File: src/rtl/buf_id_pkg.sv
// Shared types and defaults for the buffer ID scheduler.
// Holds the FSM state encoding, pool geometry defaults and the ID-to-address helper.
package buf_id_pkg;

    typedef enum logic [1:0] {
        INIT = 2'd0,
        IDLE = 2'd1,
        HOLD = 2'd2
    } state_e;

    localparam int DEF_ID_W      = 4;
    localparam int DEF_ID_NUM    = 16;
    localparam int DEF_ADDR_W    = 11;
    localparam int DEF_BLK_SHIFT = 7;

    // Cache base address of a buffer block: the ID followed by BLK_SHIFT zeros.
    function automatic logic [DEF_ADDR_W-1:0] id_base_addr(
        input logic [DEF_ID_W-1:0] id
    );
        return DEF_ADDR_W'({id, {DEF_BLK_SHIFT{1'b0}}});
    endfunction

endpackage

File: src/rtl/rr_arbiter.sv
// Combinational round-robin pick: first requester at or after ptr_i, wrapping.
// Ports: req_i request vector, ptr_i search start; gnt_o one-hot, sel_o index, valid_o any.
module rr_arbiter #(
    parameter int NUM_REQ = 4,
    parameter int PTR_W   = (NUM_REQ > 1) ? $clog2(NUM_REQ) : 1
) (
    input  logic [NUM_REQ-1:0] req_i,
    input  logic [PTR_W-1:0]   ptr_i,
    output logic [NUM_REQ-1:0] gnt_o,
    output logic [PTR_W-1:0]   sel_o,
    output logic               valid_o
);

    always_comb begin
        gnt_o   = '0;
        sel_o   = '0;
        valid_o = 1'b0;
        for (int i = 0; i < NUM_REQ; i++) begin
            if (!valid_o && req_i[(int'(ptr_i) + i) % NUM_REQ]) begin
                valid_o = 1'b1;
                gnt_o[(int'(ptr_i) + i) % NUM_REQ] = 1'b1;
                sel_o = PTR_W'((int'(ptr_i) + i) % NUM_REQ);
            end
        end
    end

endmodule

File: src/rtl/buf_id_sched.sv
// Buffer ID pool scheduler: owns the free-ID list, grants IDs round-robin, recycles releases.
// Ports: req_valid in / grant, grant_id, grant_waddr out; rel_wr, rel_id in / rel_ready out;
// free_count, init_done, err_ovf status out. Synchronous active-high rst.
module buf_id_sched
    import buf_id_pkg::*;
#(
    parameter int NUM_REQ   = 4,
    parameter int ID_W      = DEF_ID_W,
    parameter int ID_NUM    = DEF_ID_NUM,
    parameter int ADDR_W    = DEF_ADDR_W,
    parameter int BLK_SHIFT = DEF_BLK_SHIFT
) (
    input  logic               clk,
    input  logic               rst,
    input  logic [NUM_REQ-1:0] req_valid,
    output logic [NUM_REQ-1:0] grant,
    output logic [ID_W-1:0]    grant_id,
    output logic [ADDR_W-1:0]  grant_waddr,
    input  logic               rel_wr,
    input  logic [ID_W-1:0]    rel_id,
    output logic               rel_ready,
    output logic [ID_W:0]      free_count,
    output logic               init_done,
    output logic               err_ovf
);

    localparam int RR_W = (NUM_REQ > 1) ? $clog2(NUM_REQ) : 1;
    localparam logic [ID_W:0]   FULL = (ID_W+1)'(ID_NUM);
    localparam logic [ID_W-1:0] LAST = ID_W'(ID_NUM - 1);

    state_e               state_q, state_d;
    logic [NUM_REQ-1:0]   grant_q, grant_d;
    logic [ID_W-1:0]      grant_id_q, grant_id_d;
    logic [ID_W-1:0]      rd_ptr_q, rd_ptr_d;
    logic [ID_W-1:0]      wr_ptr_q, wr_ptr_d;
    logic [ID_W:0]        count_q, count_d;
    logic [RR_W-1:0]      rr_ptr_q, rr_ptr_d;
    logic                 init_done_q, init_done_d;
    logic                 rel_ready_q, rel_ready_d;
    logic                 err_ovf_q, err_ovf_d;
    logic [ID_W-1:0]      fifo_q [ID_NUM];
    logic [ID_W-1:0]      fifo_d [ID_NUM];

    logic [NUM_REQ-1:0]   arb_gnt;
    logic [RR_W-1:0]      arb_sel;
    logic                 arb_valid;
    logic                 pop, push;

    function automatic logic [ID_W-1:0] ptr_inc(input logic [ID_W-1:0] p);
        return (p == LAST) ? '0 : p + 1'b1;
    endfunction

    rr_arbiter #(
        .NUM_REQ (NUM_REQ),
        .PTR_W   (RR_W)
    ) u_arb (
        .req_i   (req_valid),
        .ptr_i   (rr_ptr_q),
        .gnt_o   (arb_gnt),
        .sel_o   (arb_sel),
        .valid_o (arb_valid)
    );

    always_comb begin
        state_d     = state_q;
        grant_d     = '0;
        grant_id_d  = grant_id_q;
        rd_ptr_d    = rd_ptr_q;
        wr_ptr_d    = wr_ptr_q;
        count_d     = count_q;
        rr_ptr_d    = rr_ptr_q;
        init_done_d = init_done_q;
        rel_ready_d = rel_ready_q;
        err_ovf_d   = err_ovf_q;
        fifo_d      = fifo_q;
        pop         = 1'b0;
        push        = 1'b0;

        unique case (state_q)
            INIT: begin
                // Identity fill: location k holds ID k.
                fifo_d[wr_ptr_q] = wr_ptr_q;
                wr_ptr_d = ptr_inc(wr_ptr_q);
                count_d  = count_q + 1'b1;
                if (wr_ptr_q == LAST) begin
                    init_done_d = 1'b1;
                    rel_ready_d = 1'b1;
                    state_d     = IDLE;
                end
            end
            IDLE: begin
                if (count_q != '0 && arb_valid) begin
                    pop        = 1'b1;
                    grant_d    = arb_gnt;
                    grant_id_d = fifo_q[rd_ptr_q];
                    rr_ptr_d   = (arb_sel == RR_W'(NUM_REQ - 1)) ?
                                 '0 : arb_sel + 1'b1;
                    state_d    = HOLD;
                end
            end
            HOLD: state_d = IDLE;
            default: state_d = INIT;
        endcase

        // Releases are judged against the registered count, so a full
        // list rejects a release even if a pop happens this cycle.
        if (state_q != INIT && rel_wr) begin
            if (count_q == FULL) begin
                err_ovf_d = 1'b1;
            end else begin
                fifo_d[wr_ptr_q] = rel_id;
                wr_ptr_d = ptr_inc(wr_ptr_q);
                push     = 1'b1;
            end
        end

        if (pop) begin
            rd_ptr_d = ptr_inc(rd_ptr_q);
        end
        if (push && !pop) begin
            count_d = count_q + 1'b1;
        end else if (pop && !push) begin
            count_d = count_q - 1'b1;
        end
    end

    always_ff @(posedge clk) begin
        if (rst) begin
            state_q     <= INIT;
            grant_q     <= '0;
            grant_id_q  <= '0;
            rd_ptr_q    <= '0;
            wr_ptr_q    <= '0;
            count_q     <= '0;
            rr_ptr_q    <= '0;
            init_done_q <= 1'b0;
            rel_ready_q <= 1'b0;
            err_ovf_q   <= 1'b0;
        end else begin
            state_q     <= state_d;
            grant_q     <= grant_d;
            grant_id_q  <= grant_id_d;
            rd_ptr_q    <= rd_ptr_d;
            wr_ptr_q    <= wr_ptr_d;
            count_q     <= count_d;
            rr_ptr_q    <= rr_ptr_d;
            init_done_q <= init_done_d;
            rel_ready_q <= rel_ready_d;
            err_ovf_q   <= err_ovf_d;
        end
    end

    // Storage only; contents are rebuilt by INIT after every reset.
    always_ff @(posedge clk) begin
        fifo_q <= fifo_d;
    end

    assign grant       = grant_q;
    assign grant_id    = grant_id_q;
    assign grant_waddr = ADDR_W'(id_base_addr(grant_id_q));
    assign free_count  = count_q;
    assign init_done   = init_done_q;
    assign rel_ready   = rel_ready_q;
    assign err_ovf     = err_ovf_q;

endmodule

File: config.mk
export PLATFORM = sky130hd
export DESIGN_NAME = buf_id_sched
export DESIGN_NICKNAME = d
export VERILOG_FILES = /design/src/rtl/buf_id_pkg.sv /design/src/rtl/rr_arbiter.sv /design/src/rtl/buf_id_sched.sv
export SDC_FILE = /design/constraint.sdc
export NUM_CORES = 1
export LEC_CHECK = 0
export ABC_AREA = 1
export CAP_MARGIN = 0
export CORE_ASPECT_RATIO = 1.75
export CORE_UTILIZATION = 30
export CTS_CLUSTER_DIAMETER = 150
export DETAILED_ROUTE_END_ITERATION = 16
export HOLD_SLACK_MARGIN = 0.15
export PLACE_DENSITY_LB_ADDON = 0.3
export SLEW_MARGIN = 5
export SYNTH_ARGS = -nofsm -noshare
export SYNTH_HDL_FRONTEND = slang
export SYNTH_SLANG_ARGS = --single-unit
File: constraint.sdc
create_clock -name clk -period 2.7 [get_ports clk]
set_clock_uncertainty 0.1 [all_clocks]
set_input_delay 0.27 -clock clk [delete_from_list [all_inputs] [get_ports clk]]
set_output_delay 0.27 -clock clk [all_outputs]
set_load 0.03 [all_outputs]
======== Word-level counts from Yosys, hierarchy flattened ========
Index checks and enable logic that the tools add are counted.
word-level totals
  bits of input ports ..................... 11
  word-level logic and storage cells ...... 148
  register bits ........................... 91
  output and inout bits ................... 27
cells by class
  mux-type cells .......................... 57
  reductions and logical operators ........ 29
  bitwise operators ....................... 10
  $add $sub $neg .......................... 8
  $lt $le $gt $ge ......................... 11
  equal/unequal tests ..................... 8
operators with widths
  operator               count
  $mux W64               3
  $bwmux W64             2
  $mux W4                12
  $mux W1                19
  $bmux W4 S4            1
  $demux W4 S4           1
  $mux W5                3
  $mux W2                7
  $logic_and A1 B1 Y1    12
  $lt A3 B4 Y1 const B   3
  $or A4 B4 Y4           3
  $ge A5 B5 Y1 const B   2
  $not A4 Y5             2
  $ge A3 B1 Y1 const B   3
  $add A4 B1 Y4 const B  2
  $bmux W1 S2            4
  $demux W1 S2           4
  $eq A4 B4 Y1 const B   2
  $reduce_and A2 Y1      4
  $pmux W2 S3            1
  $reduce_or A2 Y1       3
  $add A5 B1 Y5 const B  1
  $eq A5 B5 Y1 const B   1
  $logic_not A1 Y1       5
  16 further kinds       23

======== Logic depth before layout (Yosys ltp) ========
  word-level depth ........................ 20
  mapped depth ............................ 14
  depth with buffers taken out ............ 14

======== By module ========
A second synthesis with hierarchy kept.
second synthesis, totals
  cells, all modules ...................... 774
  area, all modules ....................... 5157.4 µm²
by module, submodules not included
  module        seq. area each (µm²)  area each (µm²)  cells each  times used
  buf_id_sched  1821.7                4717.0           700         1
  rr_arbiter    0.0                   440.4            74          1

======== Least setup slack after synthesis ========
No wires, ideal clock.
  kind .................................... register to register
  start point ............................. register rr_ptr_q[1]
  end point ............................... register rd_ptr_q[0]
  buffers on the path ..................... 1
  slack ................................... 0.651 ns
  setup time .............................. 0.118 ns
  clock period less this slack ............ 2.049 ns
  required time ........................... 2.482 ns
  stages on the path, launching flop included .. 11
  arrival time ............................ 1.831 ns
  path through ............................ dfxtp_1 -> inv_1 -> ha_1 -> inv_1 -> nand3_1 -> nand2_1 -> nand4_4 -> nand3_4 -> buf_6 -> xor2_1 -> nor2_1
on the way
  word-level cells in the longest chain between the ends .. 15
  elaborated cells between the ends (all ways) .. 27
  classes of those cells .................. 3 x add/sub; 17 x mux; 7 x reduce/logical
RTL lines
  what                                                               line                 text
  start: declaration                                                 buf_id_sched.sv:37   logic [RR_W-1:0] rr_ptr_q, rr_ptr_d;
  start signal: assignment                                           buf_id_sched.sv:146  rr_ptr_q <= rr_ptr_d;
  $add A2 B1 Y2 or $bmux W1 S2 (tied branches)                       rr_arbiter.sv:19     if (!valid_o && req_i[(int'(ptr_i) + i) % NUM_REQ]) begin
  $bmux W1 S2 or $mux W1 (tied branches)                             rr_arbiter.sv:19
  $mux W1 (not written as such)                                      rr_arbiter.sv:19
  $mux W1 (not written as such) or $logic_not A1 Y1 (tied branches)  rr_arbiter.sv:19
  $logic_and A1 B1 Y1                                                rr_arbiter.sv:19
  $mux W1                                                            rr_arbiter.sv:19
  $logic_not A1 Y1                                                   rr_arbiter.sv:19
  $logic_and A1 B1 Y1                                                rr_arbiter.sv:19
  $mux W1                                                            rr_arbiter.sv:19
  $logic_not A1 Y1                                                   rr_arbiter.sv:19
  $logic_and A1 B1 Y1                                                rr_arbiter.sv:19
  $mux W1 (*)                                                        rr_arbiter.sv:19
  $logic_and A1 B1 Y1 (*)                                            buf_id_sched.sv:92   if (count_q != '0 && arb_valid) begin
  $mux W1 (*)                                                        buf_id_sched.sv:92
  $mux W1 (*)                                                        buf_id_sched.sv:79   unique case (state_q)
  end signal: assignment                                             buf_id_sched.sv:143  rd_ptr_q <= rd_ptr_d;
  end: declaration                                                   buf_id_sched.sv:34   logic [ID_W-1:0] rd_ptr_q, rd_ptr_d;
Mark *: on every way between the ends. The rest lies on a longest branch, timed or not. The select of a mux whose other input is x is not followed.
A chain may end at the register's enable or synchronous reset.

======== Worst setup path after layout ========
  start point ............................. register rr_ptr_q[1]
  end point ............................... register rd_ptr_q[2]
Same word-level chain as after synthesis.

==> flow_metrics.py <==
metrics = {
    "run_status": {
        "status": "complete, no violations",
    },
    "worst_setup_path": {
        "endpoint_kind": "flop",
        "crit_fanout": 14,
        "required_ns": 2.84,
        "worstSetupPathType": "flop to flop",
        "start_kind": "flop",
        "arrival_ns": 2.44,
        "worst-r2r-setup-slack_ns": 0.40,
    },
    "route": {
        "drc": 0,
        "vias_per_cell": 4.911,
        "drt_iter0_markers": 313,
        "vias": 4916,
        "wl_per_cell_microns": 14.98,
        "detail-route-antenna-nets": 0,
        "drt_wl_total_microns": 14990,
        "first_pass_iters": 5,
    },
    "clocking": {
        "cts_hold_buffers": 0,
        "root_buffer": "clkbuf_16",
        "insertion_delay_ns": 0.35,
        "cts_setup_buffers": 0,
        "numCtsBuffers": 9,
        "cts_tree": "built",
        "clkTransAtPathRegs_ns": 0.06,
        "cts.sinks": 91,
        "cts.repair.resized": 0,
        "cts_buffer_depth": 2,
        "htreeDepth": 3,
    },
    "grt": {
        "grt_pass1_wl_microns": 23720,
        "grt_pass1_vias": 4567,
        "gr-total-overflow": 0,
        "track_usage_pct": 17.72,
        "grt_max_degree": 43,
        "antenna_found_initial": 0,
    },
    "pwr": {
        "seqPwrFrac_pct": 46.2,
        "switching_share_pct": 25.78,
        "p_leak_nw": 2.318,
        "vdd.ir_drop.worst_uv": 270.1,
        "p_total_mw": 3.180,
        "combPwrFrac_pct": 11.5,
        "switchingPower_mw": 0.8197,
        "p_per_area_nw_per_um2": 540.0,
        "internal_power_mw": 2.360,
        "pwr-share-clk_pct": 42.3,
    },
    "run": {
        "cap_violations": 0,
    },
    "yosys": {
        "synth-async-reset-ratio_pct": 0,
        "synth.largest_area_cell": "dfxtp_1",
        "ys_ff_latch": 91,
        "synth_warnings": 0,
        "synthFlopType": "dfxtp_1",
        "yosysSeqAreaShare_pct": 35.93,
        "yosysTopAreaCellShare_pct": 35.93,
        "netlist_area_sq_um": 5070,
        "synth_area_leaders": "dfxtp_1, nand2_1, o21ai_0, nand3_1, inv_1",
        "avgSynthCellArea_sq_um": 6.787,
        "ys_types": 36,
        "synthesis.instances": 747,
        "synth_edf_count": 0,
    },
    "place": {
        "portBuffers": 30,
        "placedInstanceArea_sq_um": 5579,
        "place.gp.congestion": 0.8916,
        "dp_hpwl_microns": 11080,
    },
    "floorplanning": {
        "pin_count": 38,
        "std_cell_rows": 62,
        "fp.coreArea_sq_um": 16450,
        "die-width_microns": 100.3,
        "fp.dieH_microns": 174.0,
        "initial_core_util_pct": 30.83,
        "fp.dieArea_sq_um": 17440,
    },
    "timing": {
        "fmax_mhz": 434.6,
        "tightest_slew_ns": 0.6066,
        "fin_crit_sh_pct": 85.23,
        "hold-worst-slack_ns": 0.3727,
        "timing.setup.tns_ns": 0,
        "final_hold_viol_count": 0,
        "drv_slew": 0,
        "relSlewSlack_pct": 59.52,
        "fin_crit_ns": 2.301,
        "finalSetupViolations": 0,
        "rsz0062_at_grt": "no",
    },
    "finish": {
        "fin_area_sq_um": 5888,
        "drive_above_1_share_pct": 7.336,
        "area_delta_synth_final_pct": 16.14,
        "fin_util_pct": 35.80,
        "n_antenna_cell": 0,
        "nets": 800,
    },
    "hold_path": {
        "hp-class": "flop to flop",
    },
}
[through the flow]
stage,setup WS (ns),cells
after floorplan,0.6512,753
after global placement,0.4841,986
after detailed placement,0.4153,986
after CTS,0.3948,1001
after global routing,0.1147,1001
final,0.3988,1001
[area by class of cell]
class | instances | area, sq um
Clock buffer | 11 | 232.7
Timing Repair Buffer | 44 | 405.4
Tap cell | 224 | 280.3
Sequential cell | 91 | 1822
Multi-Input combinational cell | 539 | 2741
Clock inverter | 4 | 76.32
Fill cell | 1791 | 10560
Inverter | 88 | 330.3
[metal layers]
metal,vias up,track usage [%],routed length (microns),part of all wire (%)
met4,0,10.39,680,4.5
met2,108,33.36,8144,54
li1,2491,-,-,-
met1,2281,17.95,5794,39
met5,-,0,0,0
met3,36,2.614,375,2.5
[final timing paths]
check / startpoint / cells after the start / endpoint
hold reg to reg: fifo_q[39] / 2 / fifo_q[39]
setup / recovery: rr_ptr_q[1] / 10 / rd_ptr_q[2]
hold / removal: fifo_q[39] / 2 / fifo_q[39]
setup reg to reg: rr_ptr_q[1] / 10 / rd_ptr_q[2]
[power groups by stage]
stage,registers [mW],clock network (mW),logic (mW)
after global placement,1.50,0,0.362
after floorplan,1.49,0,0.261
after global routing,1.48,1.41,0.417
final,1.47,1.34,0.365
after detailed placement,1.50,0,0.363
after CTS,1.47,1.38,0.366
[layout by cell type (no fill, tap or decap), types with 7 or more instances in the layout]
| master | Yosys | routed |
|---|---|---|
| inv_1 | 79 | 79 |
| nor3_2 | 7 | 7 |
| buf_4 | 13 | 14 |
| nand2_1 | 167 | 167 |
| dfxtp_1 | 91 | 91 |
| nand2_2 | 7 | 7 |
| clkdlybuf4s50_1 | 0 | 30 |
| o21ai_0 | 124 | 124 |
| nor2_1 | 63 | 63 |
| o22ai_1 | 15 | 15 |
| nand3_1 | 61 | 61 |
| a21oi_1 | 29 | 29 |
| clkbuf_16 | 0 | 9 |
| ha_1 | 16 | 16 |
| conb_1 | 1 | 7 |
[state kept, by name (all words and copies together), names as in the netlist]
name,flops
grant_id,4
state_q,2
rd_ptr_q,4
rr_ptr_q,2
rel_ready,1
wr_ptr_q,4
free_count,5
err_ovf,1
grant,4
fifo_q,64
[cell families after synthesis]
logic type / Yosys count / synth area share [%]
buf+inv: 123 / 10.44
flops: 91 / 35.93
compound gates: 188 / 19.72
fa+ha+maj: 16 / 3.949
other cells: 1 / 0.07397
simple gates: 320 / 28.50
xor+xnor: 8 / 1.382
[synthesized netlist by cell type (5+ instances only)]
library cell and number:
nand2_2 7, a31oi_1 5, nor2_1 63, clkbuf_1 17
o21ai_0 124, a21oi_1 29, buf_4 13, inv_2 6
ha_1 16, nand2_1 167, inv_1 79, nor3_2 7
xor2_1 6, dfxtp_1 91, nand3_1 61, o22ai_1 15
[critical path: stages (launching register included)]
cell and delay, ns:
dfxtp_1 0.50, inv_1 0.10, ha_1 0.38, inv_1 0.09, nand3_1 0.08, nand2_1 0.11, nand4_4 0.16, nand3_4 0.19
inv_2 0.20, nand3_1 0.09, and3_1 0.18
Note: power is estimated with default switching activity, not from simulation.
